<file path="src/rtl/rv_mem_pkg.sv">
// Shared memory-path definitions: load funct3 encodings, widths and the
// misaligned-load rule used by the load extractor.
package rv_mem_pkg;

    localparam int unsigned DWIDTH = 32;
    localparam int unsigned RD_W   = 5;
    localparam int unsigned F3_W   = 3;
    localparam int unsigned CNT_W  = 8;

    localparam logic [F3_W-1:0] F3_LB  = 3'b000;
    localparam logic [F3_W-1:0] F3_LH  = 3'b001;
    localparam logic [F3_W-1:0] F3_LW  = 3'b010;
    localparam logic [F3_W-1:0] F3_LBU = 3'b100;
    localparam logic [F3_W-1:0] F3_LHU = 3'b101;

    // Tracking-stage payload for the load waiting on DMEM data
    typedef struct packed {
        logic            vld;
        logic [F3_W-1:0] funct3;
        logic [1:0]      addr_lo;
        logic [RD_W-1:0] rd;
    } s1_t;

    function automatic logic is_misaligned(input logic [F3_W-1:0] f3,
                                           input logic [1:0]      addr_lo);
        logic w_half;
        w_half = (f3 == F3_LH) || (f3 == F3_LHU);
        return (w_half && addr_lo[0]) || ((f3 == F3_LW) && (addr_lo != 2'b00));
    endfunction

endpackage

</file>
<file path="src/rtl/load_extract_if.sv">
// Load request / DMEM data / write-back response bundle for load_extract.
interface load_extract_if;
    import rv_mem_pkg::*;

    logic              req_valid;
    logic [F3_W-1:0]   req_funct3;
    logic [1:0]        req_addr_lo;
    logic [RD_W-1:0]   req_rd;
    logic              stall;
    logic              flush;
    logic [DWIDTH-1:0] mem_rdata;
    logic              rsp_valid;
    logic [DWIDTH-1:0] rsp_data;
    logic [RD_W-1:0]   rsp_rd;
    logic              misalign;
    logic [CNT_W-1:0]  misalign_cnt;

    modport master (
        output req_valid, req_funct3, req_addr_lo, req_rd, stall, flush, mem_rdata,
        input  rsp_valid, rsp_data, rsp_rd, misalign, misalign_cnt
    );

    modport slave (
        input  req_valid, req_funct3, req_addr_lo, req_rd, stall, flush, mem_rdata,
        output rsp_valid, rsp_data, rsp_rd, misalign, misalign_cnt
    );

endinterface

</file>
<file path="src/rtl/load_extract_align.sv">
// Combinational byte/halfword select and sign/zero extension of a load word.
// LOAD_MISALIGN_DET_EN adds misaligned-load detection (data forced to zero).
module load_extract_align
    import rv_mem_pkg::*;
(
    input  logic [DWIDTH-1:0] i_src,
    input  logic [F3_W-1:0]   i_funct3,
    input  logic [1:0]        i_addr_lo,
    output logic [DWIDTH-1:0] o_data,
    output logic              o_misalign
);

    logic [DWIDTH-1:0]   w_sh;
    logic [DWIDTH/2-1:0] w_half;

    assign w_sh   = i_src >> {i_addr_lo, 3'b000};
    assign w_half = i_addr_lo[1] ? i_src[DWIDTH-1:DWIDTH/2] : i_src[DWIDTH/2-1:0];

    always_comb begin
        o_data     = i_src;
        o_misalign = 1'b0;
        case (i_funct3)
            F3_LB:   o_data = {{(DWIDTH-8){w_sh[7]}}, w_sh[7:0]};
            F3_LBU:  o_data = {{(DWIDTH-8){1'b0}}, w_sh[7:0]};
            F3_LH:   o_data = {{(DWIDTH/2){w_half[DWIDTH/2-1]}}, w_half};
            F3_LHU:  o_data = {{(DWIDTH/2){1'b0}}, w_half};
            default: o_data = i_src;
        endcase
`ifdef LOAD_MISALIGN_DET_EN
        o_misalign = is_misaligned(i_funct3, i_addr_lo);
        if (o_misalign) begin
            o_data = '0;
        end
`endif
    end

endmodule

</file>
<file path="src/rtl/load_extract.sv">
// Tracks a load across the 1-cycle DMEM latency, holds the read word over
// stalls and returns the extracted value. LOAD_MISALIGN_DET_EN enables
// misaligned-load flagging and counting.
module load_extract
    import rv_mem_pkg::*;
(
    input  logic          clk,
    input  logic          rst,
    load_extract_if.slave bus
);

    s1_t               r_s1;
    logic              r_hold_vld;
    logic [DWIDTH-1:0] r_hold_data;
    logic [DWIDTH-1:0] w_src;
    logic [DWIDTH-1:0] w_data;
    logic              w_misalign;

    // Tracking stage: flush beats stall, stall freezes and drops new requests
    always_ff @(posedge clk or posedge rst) begin
        if (rst) begin
            r_s1 <= '0;
        end else if (bus.flush) begin
            r_s1.vld <= 1'b0;
        end else if (!bus.stall) begin
            r_s1 <= '{vld: bus.req_valid, funct3: bus.req_funct3,
                      addr_lo: bus.req_addr_lo, rd: bus.req_rd};
        end
    end

    // Capture the DMEM word on the first stalled cycle so long stalls return it
    always_ff @(posedge clk or posedge rst) begin
        if (rst) begin
            r_hold_vld  <= 1'b0;
            r_hold_data <= '0;
        end else if (bus.flush || !bus.stall) begin
            r_hold_vld <= 1'b0;
        end else if (r_s1.vld && !r_hold_vld) begin
            r_hold_vld  <= 1'b1;
            r_hold_data <= bus.mem_rdata;
        end
    end

    assign w_src = r_hold_vld ? r_hold_data : bus.mem_rdata;

    load_extract_align u_align (
        .i_src      (w_src),
        .i_funct3   (r_s1.funct3),
        .i_addr_lo  (r_s1.addr_lo),
        .o_data     (w_data),
        .o_misalign (w_misalign)
    );

    assign bus.rsp_valid = r_s1.vld;
    assign bus.rsp_data  = r_s1.vld ? w_data : '0;
    assign bus.rsp_rd    = r_s1.vld ? r_s1.rd : '0;
    assign bus.misalign  = r_s1.vld && w_misalign;

`ifdef LOAD_MISALIGN_DET_EN
    logic [CNT_W-1:0] r_mis_cnt;

    // Counted as the load enters S1, so a stalled load is counted once
    always_ff @(posedge clk or posedge rst) begin
        if (rst) begin
            r_mis_cnt <= '0;
        end else if (!bus.flush && !bus.stall && bus.req_valid &&
                     is_misaligned(bus.req_funct3, bus.req_addr_lo) &&
                     (r_mis_cnt != {CNT_W{1'b1}})) begin
            r_mis_cnt <= r_mis_cnt + CNT_W'(1);
        end
    end

    assign bus.misalign_cnt = r_mis_cnt;
`else
    assign bus.misalign_cnt = '0;
`endif

endmodule
</file>
<file path="src/flat_wrapper.sv">
// flat-port wrapper written by rule: the top's interface ports become plain ports
module load_extract_flat import rv_mem_pkg::*;
  (clk, rst, bus_req_valid, bus_req_funct3, bus_req_addr_lo, bus_req_rd, bus_stall, bus_flush, bus_mem_rdata, bus_rsp_valid, bus_rsp_data, bus_rsp_rd, bus_misalign, bus_misalign_cnt);
  load_extract_if bus_i ();
  input  logic clk;
  input  logic rst;
  input wire logic [$bits(bus_i.req_valid)-1:0] bus_req_valid;
  input wire logic [$bits(bus_i.req_funct3)-1:0] bus_req_funct3;
  input wire logic [$bits(bus_i.req_addr_lo)-1:0] bus_req_addr_lo;
  input wire logic [$bits(bus_i.req_rd)-1:0] bus_req_rd;
  input wire logic [$bits(bus_i.stall)-1:0] bus_stall;
  input wire logic [$bits(bus_i.flush)-1:0] bus_flush;
  input wire logic [$bits(bus_i.mem_rdata)-1:0] bus_mem_rdata;
  output wire logic [$bits(bus_i.rsp_valid)-1:0] bus_rsp_valid;
  output wire logic [$bits(bus_i.rsp_data)-1:0] bus_rsp_data;
  output wire logic [$bits(bus_i.rsp_rd)-1:0] bus_rsp_rd;
  output wire logic [$bits(bus_i.misalign)-1:0] bus_misalign;
  output wire logic [$bits(bus_i.misalign_cnt)-1:0] bus_misalign_cnt;
  assign bus_i.req_valid = bus_req_valid;
  assign bus_i.req_funct3 = bus_req_funct3;
  assign bus_i.req_addr_lo = bus_req_addr_lo;
  assign bus_i.req_rd = bus_req_rd;
  assign bus_i.stall = bus_stall;
  assign bus_i.flush = bus_flush;
  assign bus_i.mem_rdata = bus_mem_rdata;
  assign bus_rsp_valid = bus_i.rsp_valid;
  assign bus_rsp_data = bus_i.rsp_data;
  assign bus_rsp_rd = bus_i.rsp_rd;
  assign bus_misalign = bus_i.misalign;
  assign bus_misalign_cnt = bus_i.misalign_cnt;
  load_extract u_core (.clk(clk), .rst(rst), .bus(bus_i));
endmodule
</file>
<file path="config.mk">
export PLATFORM = sky130hd
export DESIGN_NAME = load_extract_flat
export DESIGN_NICKNAME = d
export VERILOG_FILES = /design/src/rtl/rv_mem_pkg.sv /design/src/rtl/load_extract_if.sv /design/src/rtl/load_extract_align.sv /design/src/rtl/load_extract.sv /design/src/flat_wrapper.sv
export SDC_FILE = /design/constraint.sdc
export NUM_CORES = 1
export LEC_CHECK = 0
export ABC_CLOCK_PERIOD_IN_PS = 4700
export CORE_MARGIN = 10
export CORE_UTILIZATION = 49
export CTS_CLUSTER_SIZE = 24
export DETAILED_ROUTE_END_ITERATION = 8
export PLACE_DENSITY = 0.95
export SYNTH_ARGS = -nofsm -noshare
export SYNTH_HDL_FRONTEND = slang
export SYNTH_SLANG_ARGS = --single-unit
</file>
<file path="constraint.sdc">
create_clock -name clk -period 4.7 [get_ports clk]
set_input_delay 0.705 -clock clk [delete_from_list [all_inputs] [get_ports clk]]
set_output_delay 0.705 -clock clk [all_outputs]
set_load 0.005 [all_outputs]
</file>
# Word level (Yosys, flattened, before mapping)

Cells that the tools add are included.

Register bits: 44
Input bits: 47
Output and inout port bits: 47
Logic and storage cells: 31

Equality and inequality tests: 4
Shift-type cells: 1
Mux-type cells: 9
Bitwise gates (word level): 3
Reductions and logical operators: 8

Operators with widths:

| kind               | number |
|---|---|
| $pmux 32 s4        | 1 |
| $mux 32            | 2 |
| $shr 32x5->8       | 1 |
| $mux 16            | 1 |
| $mux 11            | 1 |
| $eq 3x3->1 const B | 2 |
| $mux 5             | 1 |
| $reduce_and 2->1   | 2 |
| $eq 3x1->1 const B | 1 |
| $logic_not 3->1    | 1 |
| $mux 1             | 3 |
| $not 1->1          | 3 |
| $logic_not 1->1    | 2 |
| $ne 2x1->1 const B | 1 |
| $reduce_bool 2->1  | 1 |
| $logic_and 1x1->1  | 1 |
| $logic_or 1x1->1   | 1 |

# Longest topological paths before layout

Word-level depth: 4
Depth in mapped cells: 6
Depth with buffers taken out: 4

# By module

Synthesis repeated with hierarchy kept, for this count alone.

Cells, all modules: 295
Area total of the unflattened synthesis: 3141.8 um2

Modules (own cells, without submodules):

| module             | instances | cells an instance | area each (um2) | seq. area each (um2) |
|---|---|---|---|---|
| load_extract       | 1         | 184               | 2502.4          | 1101.1 |
| load_extract_align | 1         | 111               | 639.4           | 0.0 |

# Worst setup path before layout

Ideal clock, no wire load.

Path type: input to output
Start point: input bus_mem_rdata[7]
End point: output bus_rsp_data[16]
Arrival: 1.802 ns
Required time: 3.995 ns
Slack: 2.193 ns
Stages: 5
Buffers on the path: 1
Cell sequence: mux4_2 o22ai_1 o31a_1 buf_4 nand2_1

Longest elaborated chain between the ends: 4

RTL lines:

| element         | RTL line                 | source |
|---|---|---|
| start, declared | flat_wrapper.sv:13       | `input wire logic [$bits(bus_i.mem_rdata)-1:0] bus_mem_rdata;` |
| $mux 32         | load_extract.sv:44       | `assign w_src = r_hold_vld ? r_hold_data : bus.mem_rdata;` |
| $shr 32x5->8    | load_extract_align.sv:16 | `assign w_sh = i_src >> {i_addr_lo, 3'b000};` |
| $pmux 32 s4     | load_extract_align.sv:22 | `case (i_funct3)` |
| $mux 32         | load_extract.sv:55       | `assign bus.rsp_data = r_s1.vld ? w_data : '0;` |
| end, declared   | flat_wrapper.sv:15       | `output wire logic [$bits(bus_i.rsp_data)-1:0] bus_rsp_data;` |

Every way passes these cells.

# Final worst setup path

Start point: register u_core.r_hold_vld
End point: output bus_rsp_data[28]

Longest elaborated chain between the ends: 4
Elaborated cells on any way between the ends: 5
Those cells by class: shift: 1; mux: 4

RTL lines:

| element                                        | RTL line                                           | source |
|---|---|---|
| start, declared                                | load_extract.sv:13                                 | `logic r_hold_vld;` |
| start signal, assigned                         | load_extract.sv:34                                 | `r_hold_vld <= 1'b0;` |
| start signal, assigned                         | load_extract.sv:37                                 | `r_hold_vld <= 1'b0;` |
| start signal, assigned                         | load_extract.sv:39                                 | `r_hold_vld <= 1'b1;` |
| $mux 32 (*)                                    | load_extract.sv:44                                 |  |
| $shr 32x5->8 / $mux 16 (equally long branches) | load_extract_align.sv:16, load_extract_align.sv:17 |  |
| $pmux 32 s4 (*)                                | load_extract_align.sv:22                           |  |
| $mux 32 (*)                                    | load_extract.sv:55                                 |  |

Every way passes the cells marked *; elsewhere a longest branch is shown, timed or not.

==> flow_metrics.py <==
metrics = {
    "synthesis": {
        "ys_ff_latch": 44,
        "async_flop_share_pct": 100.0,
        "synthCells": 256,
        "yosysSeqAreaShare_pct": 40.84,
        "synth_area_mm2": 0.002696,
        "postSynthAreaPerCell_um2": 10.53,
        "ys.flop_type": "dfrtp_1",
        "synthDistinctLibCells": 31,
        "yosys_warnings": 0,
        "synth_edf_count": 0,
    },
    "grt": {
        "grt_pass1_vias": 2322,
        "grt_pass1_wl_mm": 12.00,
        "antenna_found_initial": 0,
        "grt_max_degree": 45,
        "overflow": 0,
        "track_usage_pct": 17.06,
    },
    "placement": {
        "dp_hpwl_mm": 5.764,
        "dp_cells": 396,
        "port_buffers": 84,
        "place.gp.congestion": 0.8521,
        "dpl-instance-area_mm2": 0.003547,
        "place_ws_ns": 0.8412,
    },
    "routing": {
        "drt_iter0_markers": 194,
        "drtPass1Iterations": 4,
        "wl_met2_mm": 3.650,
        "routedWlPerCell_um": 18.73,
        "wl_met3_um": 756,
        "num_vias": 2231,
        "ant_nets": 0,
        "met1_length_mm": 3.009,
        "routed.top_layer": "met4",
        "drc": 0,
        "vias_per_cell": 5.522,
        "finalWirelength_mm": 7.565,
    },
    "cells_and_area": {
        "fin_cells": 404,
        "fin_util_pct": 69.49,
        "syn_to_final_growth_pct": 34.99,
        "drive_gt1_share_pct": 19.46,
        "final_cell_mix": "clkdlybuf4s50_1, mux2_2, nand2_1, dfrtp_1, mux2i_1",
        "final_common_cell": "clkdlybuf4s50_1",
        "fin_area_mm2": 0.003640,
        "antennaDiodeCount": 0,
        "fill_cells": 413,
        "nets": 380,
    },
    "clock_tree": {
        "cts_buffer_depth": 2,
        "cts.htree.levels": 2,
        "cts_sinks": 44,
        "cts_resized": 0,
        "cts-root-buf": "clkbuf_8",
        "cts_tree": "done",
        "cts_setup_buffers": 0,
        "path_clk_slew_ns": 0.08,
        "clock_latency_ns": 0.30,
        "numCtsBuffers": 5,
        "postCtsHoldBufs": 0,
    },
    "timing": {
        "finalCriticalPeriod_ns": 4.031,
        "slew_headroom_pct": 33.17,
        "tightest_slew_ns": 0.9948,
        "setup_viol": 0,
        "hold_viol_final": 0,
        "rsz0062_at_grt": "no",
        "post-route-period-util_pct": 85.78,
        "worst_clock_skew_ns": 0.005980,
        "setup_tns_ns": 0,
        "slew_violations": 0,
        "maxClockFrequency_mhz": 248.1,
        "worst_slack_ns": 0.6686,
        "whs_ns": 0.4930,
    },
    "setup_path": {
        "crit_path_max_fanout": 36,
        "reg2reg_slack_ns": 2.60,
        "cp.required_ns": 3.99,
        "rr_endpoint": "u_core.r_hold_data[27]$_DFFE_PP0P_",
        "crit_path_end_kind": "primary output",
        "worstSetupStartpointType": "flop",
        "r2r-start": "u_core.r_hold_vld$_DFFE_PP0P_",
        "worstSetupPathType": "reg2out",
        "cp_data_arrival_time_ns": 3.33,
        "reg2reg_depth": 3,
    },
    "hold_path": {
        "holdCritPathClass": "reg2reg",
        "hold_depth": 1,
        "min_delay_worst_endpoint": "u_core.r_hold_data[23]$_DFFE_PP0P_",
        "min_from": "u_core.r_hold_data[23]$_DFFE_PP0P_",
    },
    "floorplan": {
        "chipHeight_um": 94.18,
        "start_util_pct": 51.48,
        "die-area_mm2": 0.008870,
        "rows": 26,
        "die_w_um": 94.18,
        "coreArea_mm2": 0.005238,
        "io_pins": 94,
    },
    "power": {
        "peakVddDrop_mv": 0.1840,
        "powerDensity_mw_per_mm2": 294.0,
        "leakage_nw": 1.521,
        "total_power_mw": 1.070,
    },
    "outcome": {
        "status": "completed",
    },
    "flow_run": {
        "maxCapViolCount": 0,
    },
}
## registers in the layout, summed over array words and instances, names as in the netlist
signal	flops
u_core.r_hold_data	32
u_core.r_hold_vld	1
u_core.bus.rsp_valid	1
u_core.r_s1	10
## cell usage after synthesis, types with 3 or more instances
| library cell | number | area (um2) |
|---|---|---|
| mux2_2 | 47 | 529.3 |
| dfrtp_1 | 44 | 1101 |
| nand2_1 | 43 | 161.4 |
| mux2i_1 | 25 | 250.2 |
| o21ai_0 | 15 | 75.07 |
| buf_4 | 12 | 90.09 |
| a21o_1 | 9 | 67.56 |
| o22ai_1 | 9 | 56.30 |
| a221oi_1 | 7 | 61.31 |
| and2_1 | 6 | 37.54 |
| buf_2 | 6 | 30.03 |
| clkbuf_1 | 6 | 22.52 |
| nand2b_1 | 4 | 25.02 |
| nor2_1 | 3 | 11.26 |
## cells by family (layout without fill, tap and decap cells)
family          after synthesis  count (layout)  synth area share [%]
buf+inv                      28              98                 5.847
mux                          75              75                 31.00
compound gates               46              46                 11.60
flops                        44              44                 40.84
other cells                   1               9                0.1391
simple gates                 62              62                 10.58
## critical path, cell delays in order, from the launching register on
cell and delay, ns:
dfrtp_2 1.00, mux2_2 0.46, o22ai_1 0.26, o31a_1 0.58
o21ai_0 0.20, clkdlybuf4s50_1 0.50
## report_power, final
group          switching, mW  leakage, nW  internal, mW
logic                  0.122        0.938         0.179
clock network          0.128       0.0510         0.117
registers             0.0578        0.533         0.466
## final cells by class
class	instances	area, um2	share of cell area, %
clock buffers	6	82.58	2.269
clock inverters	2	10.01	0.2750
inverters	3	11.26	0.3094
multi-input cells	192	1483	40.74
flip-flops and latches	44	1102	30.29
well taps	70	87.58	2.406
repair buffers	87	863.3	23.72
## how the worst max path moves through the flow
stage | to | slack, ns | start | cells past startpoint
floorplan | bus_rsp_data[16] | 2.19 | bus_mem_rdata[7] | 5
global placement | bus_rsp_data[31] | 0.94 | bus_mem_rdata[15] | 6
detailed placement | bus_rsp_data[28] | 0.84 | bus_mem_rdata[15] | 6
CTS | bus_rsp_data[28] | 0.66 | u_core.r_hold_vld$_DFFE_PP0P_ | 5
global route | bus_rsp_data[24] | 0.46 | u_core.r_hold_vld$_DFFE_PP0P_ | 5
finish | bus_rsp_data[28] | 0.67 | u_core.r_hold_vld$_DFFE_PP0P_ | 5
## per-layer routing
| metal | up-vias | track usage, % |
|---|---|---|
| met5 | - | 0 |
| met4 | 0 | 5.570 |
| met3 | 16 | 6.555 |
| met2 | 90 | 27.97 |
| met1 | 1073 | 19.92 |
| li1 | 1052 | - |
Note: power is estimated with default switching activity, not from simulation.
